$ cat config.mk
export PLATFORM = sky130hd
export DESIGN_NAME = bawsss_dmem_io
export DESIGN_NICKNAME = d
export VERILOG_FILES = /design/src/rtl/bawsss_dmem_io.sv
export SDC_FILE = /design/constraint.sdc
export NUM_CORES = 2
export LEC_CHECK = 0
export ABC_AREA = 1
export BUFFER_PORTS_ARGS = -buffer_cell sky130_fd_sc_hd__buf_4
export CAP_MARGIN = 20
export CORE_MARGIN = 1.5
export CORE_UTILIZATION = 45
export CTS_CLUSTER_DIAMETER = 50
export DETAILED_ROUTE_END_ITERATION = 8
export HOLD_SLACK_MARGIN = 0.15
export SETUP_SLACK_MARGIN = 0.1
export SYNTH_ARGS = -nofsm -noshare
export SYNTH_HDL_FRONTEND = slang
export SYNTH_SLANG_ARGS = --single-unit
export TNS_END_PERCENT = 30
$ cat constraint.sdc
create_clock -name clk -period 7.6 [get_ports clk]
set_input_delay 0.38 -clock clk [delete_from_list [all_inputs] [get_ports clk]]
set_output_delay 0.38 -clock clk [all_outputs]
set_load 0.05 [all_outputs]
$ cat src/rtl/bawsss_dmem_io.sv
// bawsss_dmem_io: word-addressed data RAM plus GPIO/prescaled-timer I/O window at IO_BASE.
// Define BAWSSS_DMEM_BOUNDS_EN to trap (not alias) RAM accesses beyond RAM_WORDS.
module bawsss_dmem_io #(
  parameter int          RAM_WORDS = 256,
  parameter logic [15:0] IO_BASE   = 16'hFF00
) (
  input  logic        clk,
  input  logic        rst,
  input  logic        memWrite,
  input  logic [15:0] addr,
  input  logic [15:0] writeData,
  input  logic [15:0] gpioIn,
  output logic [15:0] readData,
  output logic [15:0] gpioOut,
  output logic        timerIrq
);
  localparam int AW = $clog2(RAM_WORDS);
  logic [15:0] r_ram [RAM_WORDS];
  logic [15:0] r_gpio_out, r_sync1, r_sync2, r_prescale, r_psc, r_count, r_cmp;
  logic [2:0]  r_ctrl;
  logic        r_match;
  logic        w_io, w_oob, w_tick, w_hit, w_bounds;
  logic [15:0] w_off, w_io_rd;
  logic [6:0]  w_wr;
  assign w_io = addr >= IO_BASE;
  assign w_off = addr - IO_BASE;
`ifdef BAWSSS_DMEM_BOUNDS_EN
  logic r_bounds;
  assign w_oob = !w_io && ((addr >> AW) != '0);
  assign w_bounds = r_bounds;
  always_ff @(posedge clk)
    if (!rst) r_bounds <= 1'b0;
    else r_bounds <= w_oob || (r_bounds && !(w_wr[6] && writeData[1]));
`else
  assign w_oob = 1'b0;
  assign w_bounds = 1'b0;
`endif
  always_comb
    for (int k = 0; k < 7; k++) w_wr[k] = memWrite && w_io && (w_off == 16'(k));
  // a prescale write restarts the prescaler, so it also swallows this cycle's tick
  assign w_tick = r_ctrl[0] && (r_psc == r_prescale) && !w_wr[3];
  assign w_hit = w_tick && (r_count == r_cmp);
  assign w_io_rd = w_off == 16'd0 ? r_gpio_out :
                   w_off == 16'd1 ? r_sync2 :
                   w_off == 16'd2 ? {13'b0, r_ctrl} :
                   w_off == 16'd3 ? r_prescale :
                   w_off == 16'd4 ? r_count :
                   w_off == 16'd5 ? r_cmp :
                   w_off == 16'd6 ? {14'b0, w_bounds, r_match} : '0;
  assign readData = w_io ? w_io_rd : w_oob ? 16'hDEAD : r_ram[addr[AW-1:0]];
  assign gpioOut = r_gpio_out;
  assign timerIrq = r_match && r_ctrl[2];
  always_ff @(posedge clk)
    if (memWrite && !w_io && !w_oob) r_ram[addr[AW-1:0]] <= writeData;
  always_ff @(posedge clk)
    if (!rst) begin
      r_gpio_out <= '0;
      r_sync1    <= '0;
      r_sync2    <= '0;
      r_ctrl     <= '0;
      r_prescale <= '0;
      r_psc      <= '0;
      r_count    <= '0;
      r_cmp      <= '0;
      r_match    <= 1'b0;
    end else begin
      r_sync1 <= gpioIn;
      r_sync2 <= r_sync1;
      if (w_wr[0]) r_gpio_out <= writeData;
      if (w_wr[2]) r_ctrl <= writeData[2:0];
      if (w_wr[3]) r_prescale <= writeData;
      if (w_wr[5]) r_cmp <= writeData;
      r_psc <= w_wr[3] ? '0 : !r_ctrl[0] ? r_psc : w_tick ? '0 : r_psc + 16'd1;
      r_count <= w_wr[4] ? writeData : !w_tick ? r_count :
                 (w_hit && r_ctrl[1]) ? '0 : r_count + 16'd1;
      r_match <= w_hit || (r_match && !(w_wr[6] && writeData[0]));
    end
endmodule

; Yosys cells after proc, flatten, opt, wreduce, memory -nomap -nowiden
; Memory sizes are Yosys's and may differ from the RTL's.
; Index checks and enable logic that the tools add are counted.
[totals]
reg_bits = 116
mem_bits_rw = 4096
inputBits = 51
out_inout_bits = 33
elab_cells = 59
memories = 1
[op_classes]
addsub = 3
n_lt_le_gt_ge = 1
n_eq_ne = 8
n_mux = 14
n_bitwise = 1
reduce_logical = 22
[mem_list]
columns = memory, depth, word_bits, rd, rd_clocked_by_memory_dff, wr, line_no
row1 = r_ram, 256, 16, 1, 0, 1, 18  ; logic [15:0] r_ram [RAM_WORDS];
[ops]
columns = op, count
row1 = 16-bit 2-to-1 mux, 11
row2 = 16-bit by 3-bit == test with 1-bit output (second input constant), 3
row3 = 16-bit by 1-bit adder with 16-bit output (second input constant), 2
row4 = 16-bit == test, 2
row5 = 16-bit by 2-bit == test with 1-bit output (second input constant), 2
row6 = 16-bit by 1-bit == test with 1-bit output (second input constant), 1
row7 = 16-bit >= comparator (second input constant), 1
row8 = 16-bit logical NOT, 1
row9 = 16-bit subtractor (second input constant), 1
row10 = 1-bit logical AND, 15
row11 = 1-bit logical NOT, 3
row12 = 1-bit 2-to-1 mux, 3
row13 = 2-bit nonzero test, 1
row14 = 2-bit OR reduction, 1
row15 = 1-bit logical OR, 1
row16 = 1-bit inverter, 1

; Longest topological paths before layout
[depth]
ltp_word = 10
ltp_mapped = 18
mapped_depth_nobuf = 15

; Worst setup path after synthesis
; Ideal clock, no wire load.
[synth_path]
kind = input port to output port
startpoint = input addr[0]
endpoint = output readData[5]
t_arrival_ps = 2432
t_required_ps = 7220
setup_slack_ps = 4788
path_stages = 15
n_path_buf = 4
cell_sequence = buf_4 > nor2_1 > buf_6 > buf_2 > buf_2 > nand2_1 > nand4_1 > nand2_1 > nand2_1 > o21ai_0 > nand3_1 > nand2_1 > nand2_1 > inv_1 > a21oi_1
[synth_via]
elab_chain_len = 9
elab_cells_between_ends = 16
cone_classes = add/sub: 1 / order compare: 1 / eq/ne: 5 / mux: 7 / reduce/logical: 1 / memory: 1
[synth_lines]
columns = element, line_no
row1 = from (decl), 10  ; input logic [15:0] addr,
row2 = 16-bit subtractor, 26  ; assign w_off = addr - IO_BASE;
row3 = 16-bit by 3-bit == test with 1-bit output, 48  ; w_off == 16'd5 ? r_cmp :
row4 = 16-bit 2-to-1 mux, 48
row5 = 16-bit 2-to-1 mux, 47  ; w_off == 16'd4 ? r_count :
row6 = 16-bit 2-to-1 mux, 46  ; w_off == 16'd3 ? r_prescale :
row7 = 16-bit 2-to-1 mux, 45  ; w_off == 16'd2 ? {13'b0, r_ctrl} :
row8 = 16-bit 2-to-1 mux, 44  ; w_off == 16'd1 ? r_sync2 :
row9 = 16-bit 2-to-1 mux, 43  ; assign w_io_rd = w_off == 16'd0 ? r_gpio_out :
row10 = 16-bit 2-to-1 mux *, 50  ; assign readData = w_io ? w_io_rd : w_oob ? 16'hDEAD : r_ram[addr[AW-1:0]];
row11 = to (decl), 13  ; output logic [15:0] readData,
; Mark *: on every way between the ends. The rest lies on a longest branch, timed or not.

; Worst setup path after layout
[layout_path]
startpoint = input addr[1]
endpoint = output readData[6]
; Same word-level chain as after synthesis.

==> results.ini <==
[critical_path]
required_ps = 7220
cp-startpoint = addr[1]
cp-endpoint = readData[6]
reg2regPathDepth = 10
start_kind = primary input
worst_setup_path_end_kind = output pin
ff2ff_setup_slack_ps = 4780
arrival_ps = 5610
reg2reg_to = r_count[6]
worstReg2RegStart = r_ctrl[0]
path_max_fanout = 41
setup.worst_path.class = primary input to output pin

[logic_synthesis]
synth_common_cells = nand2_1 (5474), edfxtp_1 (4096), nor2_1 (691)
synth.avg_cell_area_um2 = 12.51
ys_ff_latch = 4212
synthArstFlopShare = 0
synth_most_common_cell = nand2_1
synth_edf_count = 4096
syn_inst = 13110
synth_fp_nets = 13170
synth_area_um2 = 164000
yosysWarnings = 0
synth_top_area_share = 0.7499
synth_top_cell_by_area = edfxtp_1
ys.flop_type = edfxtp_1
synth-seq-area-share = 0.7641
netlist-cell-type-count = 42
synth_area_leaders = edfxtp_1 (75%), nand2_1 (13%), a22oi_1 (2.5%), nand4_1 (2.2%), nor2_1 (1.6%)

[place]
port_buffers = 83
dpl.hpwl_um = 291400
routabilityCongestion = 0.8900
place_ws_ps = 1786

[detailed_routing]
routedWlPerCell_um = 27.47
drc = 0
viasPerCell = 5.731
drt_first_pass_iters = 6
ant_nets = 0
drt_iter0_markers = 14550
finalWirelength_um = 512400
vias = 106900

[sta]
tns_ps = 0
worst_slack_ps = 1611
rsz0062_at_grt = no
fmax_mhz = 167.0
slew_viol_final = 0
slew_headroom = 0.01302
final_hold_viol_count = 0
finClkSkew_ps = 10.32
period_share = 0.7880
setup_viol = 0
fin_crit_ps = 5989
worst_slew_pin_slew_ps = 1480

[floorplan]
die_width_um = 606.7
start_util = 0.4524
ioPinCount = 84
die_h_um = 606.7
core_um2 = 362500
fp-row-count = 221
dieArea_um2 = 368100

[power_and_ir_drop]
power.leakage_nw = 65.63
comb_power_share = 0.053
ir_drop_mv = 0.2222
p_seq_frac = 0.515
internal-power_mw = 38.37
p_sw_frac = 0.2255
total_power_mw = 49.54
power.share.clock = 0.431
power.density_nw_per_um2 = 265.1
power_switching_mw = 11.17

[cts]
cts.sinks = 4212
htree_num_levels = 5
clk_pin_slew_ps = 60
ctsResizeCount = 0
clock_latency_ps = 970
post-cts-setup-buffers = 0
cts_buffers = 442
cts-root-buf = clkbuf_16
cts_buffer_depth = 4
cts-hold-fix-buffers = 67
cts_tree = built

[layout]
fillers = 30500
finalNetCount = 13520
area_delta_synth_final_pct = 13.97
drive_gt1_frac = 0.08837

[global_route]
grt_max_degree = 170
grt_util_all_layers = 0.2740
antenna_found_initial = 36
grt_pass1_vias = 98940
gr-total-overflow = 0
grt_pass1_wl_um = 727500

[status]
status = complete, no violations

[flow_run]
cap_violations = 0

[hold_path]
hold_path.class = primary input to flop

## through the flow
stage	instance area, um^2	hold WS (ps)	util	instances
after floorplan	164000	390.5	-	13110
after global placement	171800	395.5	0.4740	17750
after detailed placement	171900	396.2	0.4741	17750
after CTS	186900	162.1	0.5155	18630
after global routing	186900	205.2	0.5155	18640
final	186900	210.8	0.5156	18650
## logic make-up (layout without fill, tap and decap cells)
group | Yosys count | count (layout) | share of synthesized area
flip-flops | 4212 | 4212 | 0.7641
AND/OR/NAND/NOR | 6954 | 6954 | 0.1702
buffers and inverters | 870 | 1596 | 0.02329
adder cells (fa/ha/maj) | 2 | 2 | 0.0001525
AO/OA/AOI/OAI | 1046 | 1046 | 0.04077
other | 0 | 21 | 0
XOR/XNOR | 29 | 29 | 0.001549
## sequential cells by signal (all words and copies together) (netlist names)
name,flops
gpioOut,16
r_count,16
r_match,1
r_prescale,16
r_psc,16
r_sync2,16
r_ram,4096
r_cmp,16
r_sync1,16
r_ctrl,3
## routing by layer
| metal | up-vias | wire, um | GRT usage | part of all wire |
|---|---|---|---|---|
| li1 | 46950 | - | - | - |
| met1 | 53200 | 205300 | 0.3878 | 0.40 |
| met2 | 5842 | 231100 | 0.4174 | 0.45 |
| met3 | 904 | 52440 | 0.04791 | 0.10 |
| met4 | 10 | 23480 | 0.1198 | 0.046 |
| met5 | - | 91 | 0 | 0.00018 |
## placed cells by master (no fill, tap or decap), drive strengths merged, types with 4 or more instances in the layout
cell         netlist  layout
a2111oi            4       4
buf              404     532
nor2             709     709
clkinv             4     194
o21a               4       4
dlygate4sd3        0      67
o21ai            281     281
a21oi            181     181
edfxtp          4096    4096
dfxtp            116     116
diode              0      21
nand3            160     160
nor3              20      20
o22ai              6       6
o211ai             7       7
a22oi            550     550
nand4            581     581
clkinvlp           0      32
nand2           5478    5478
bufinv             0      41
inv              181     193
xnor2              4       4
a31oi              8       8
nor3b              4       4
clkbuf           281     537
xor2              25      25
## critical path, stage by stage
cell	delay (ps)
buf_8	300
inv_8	310
nor2_4	950
buf_4	590
buf_4	470
a22oi_1	120
nand2_1	100
nand2_1	60
nand2_1	90
nor2_1	70
nor2_1	700
nor2_1	150
nand2_1	110
nor2_1	140
a21oi_1	540
buf_4	310
## cell type report
cell class / instances / area, um^2 / share of cell area
clock inverter: 275 / 2698 / 0.01443
antenna: 21 / 52.55 / 0.0002811
sequential: 4212 / 125300 / 0.6705
clock buffer: 537 / 11630 / 0.06221
tap: 4794 / 5998 / 0.03209
inverter: 185 / 745.7 / 0.003990
multi-input combinational: 8031 / 35060 / 0.1876
timing repair buffer: 599 / 5416 / 0.02898
## worst min-delay path by stage
stage / cells past startpoint / slack [ps] / end / from
floorplan: 2 / 390 / r_sync2[0] / r_sync1[0]
global placement: 2 / 400 / r_sync2[0] / r_sync1[0]
detailed placement: 2 / 400 / r_sync2[0] / r_sync1[0]
CTS: 3 / 160 / gpioOut[0] / memWrite
global route: 3 / 210 / gpioOut[0] / memWrite
finish: 3 / 210 / gpioOut[0] / memWrite
## power by group through the flow
stage	sequential (mW)	combinational (mW)	clock [mW]
6_report	25.5	2.64	21.4
5_1_grt	25.5	2.80	22.4
4_1_cts	25.5	2.61	21.5
3_5_place_dp	26.0	2.58	0
3_3_place_gp	26.0	2.57	0
2_1_floorplan	26.0	1.20	0
No activity file was read; power rests on OpenSTA's default activity.
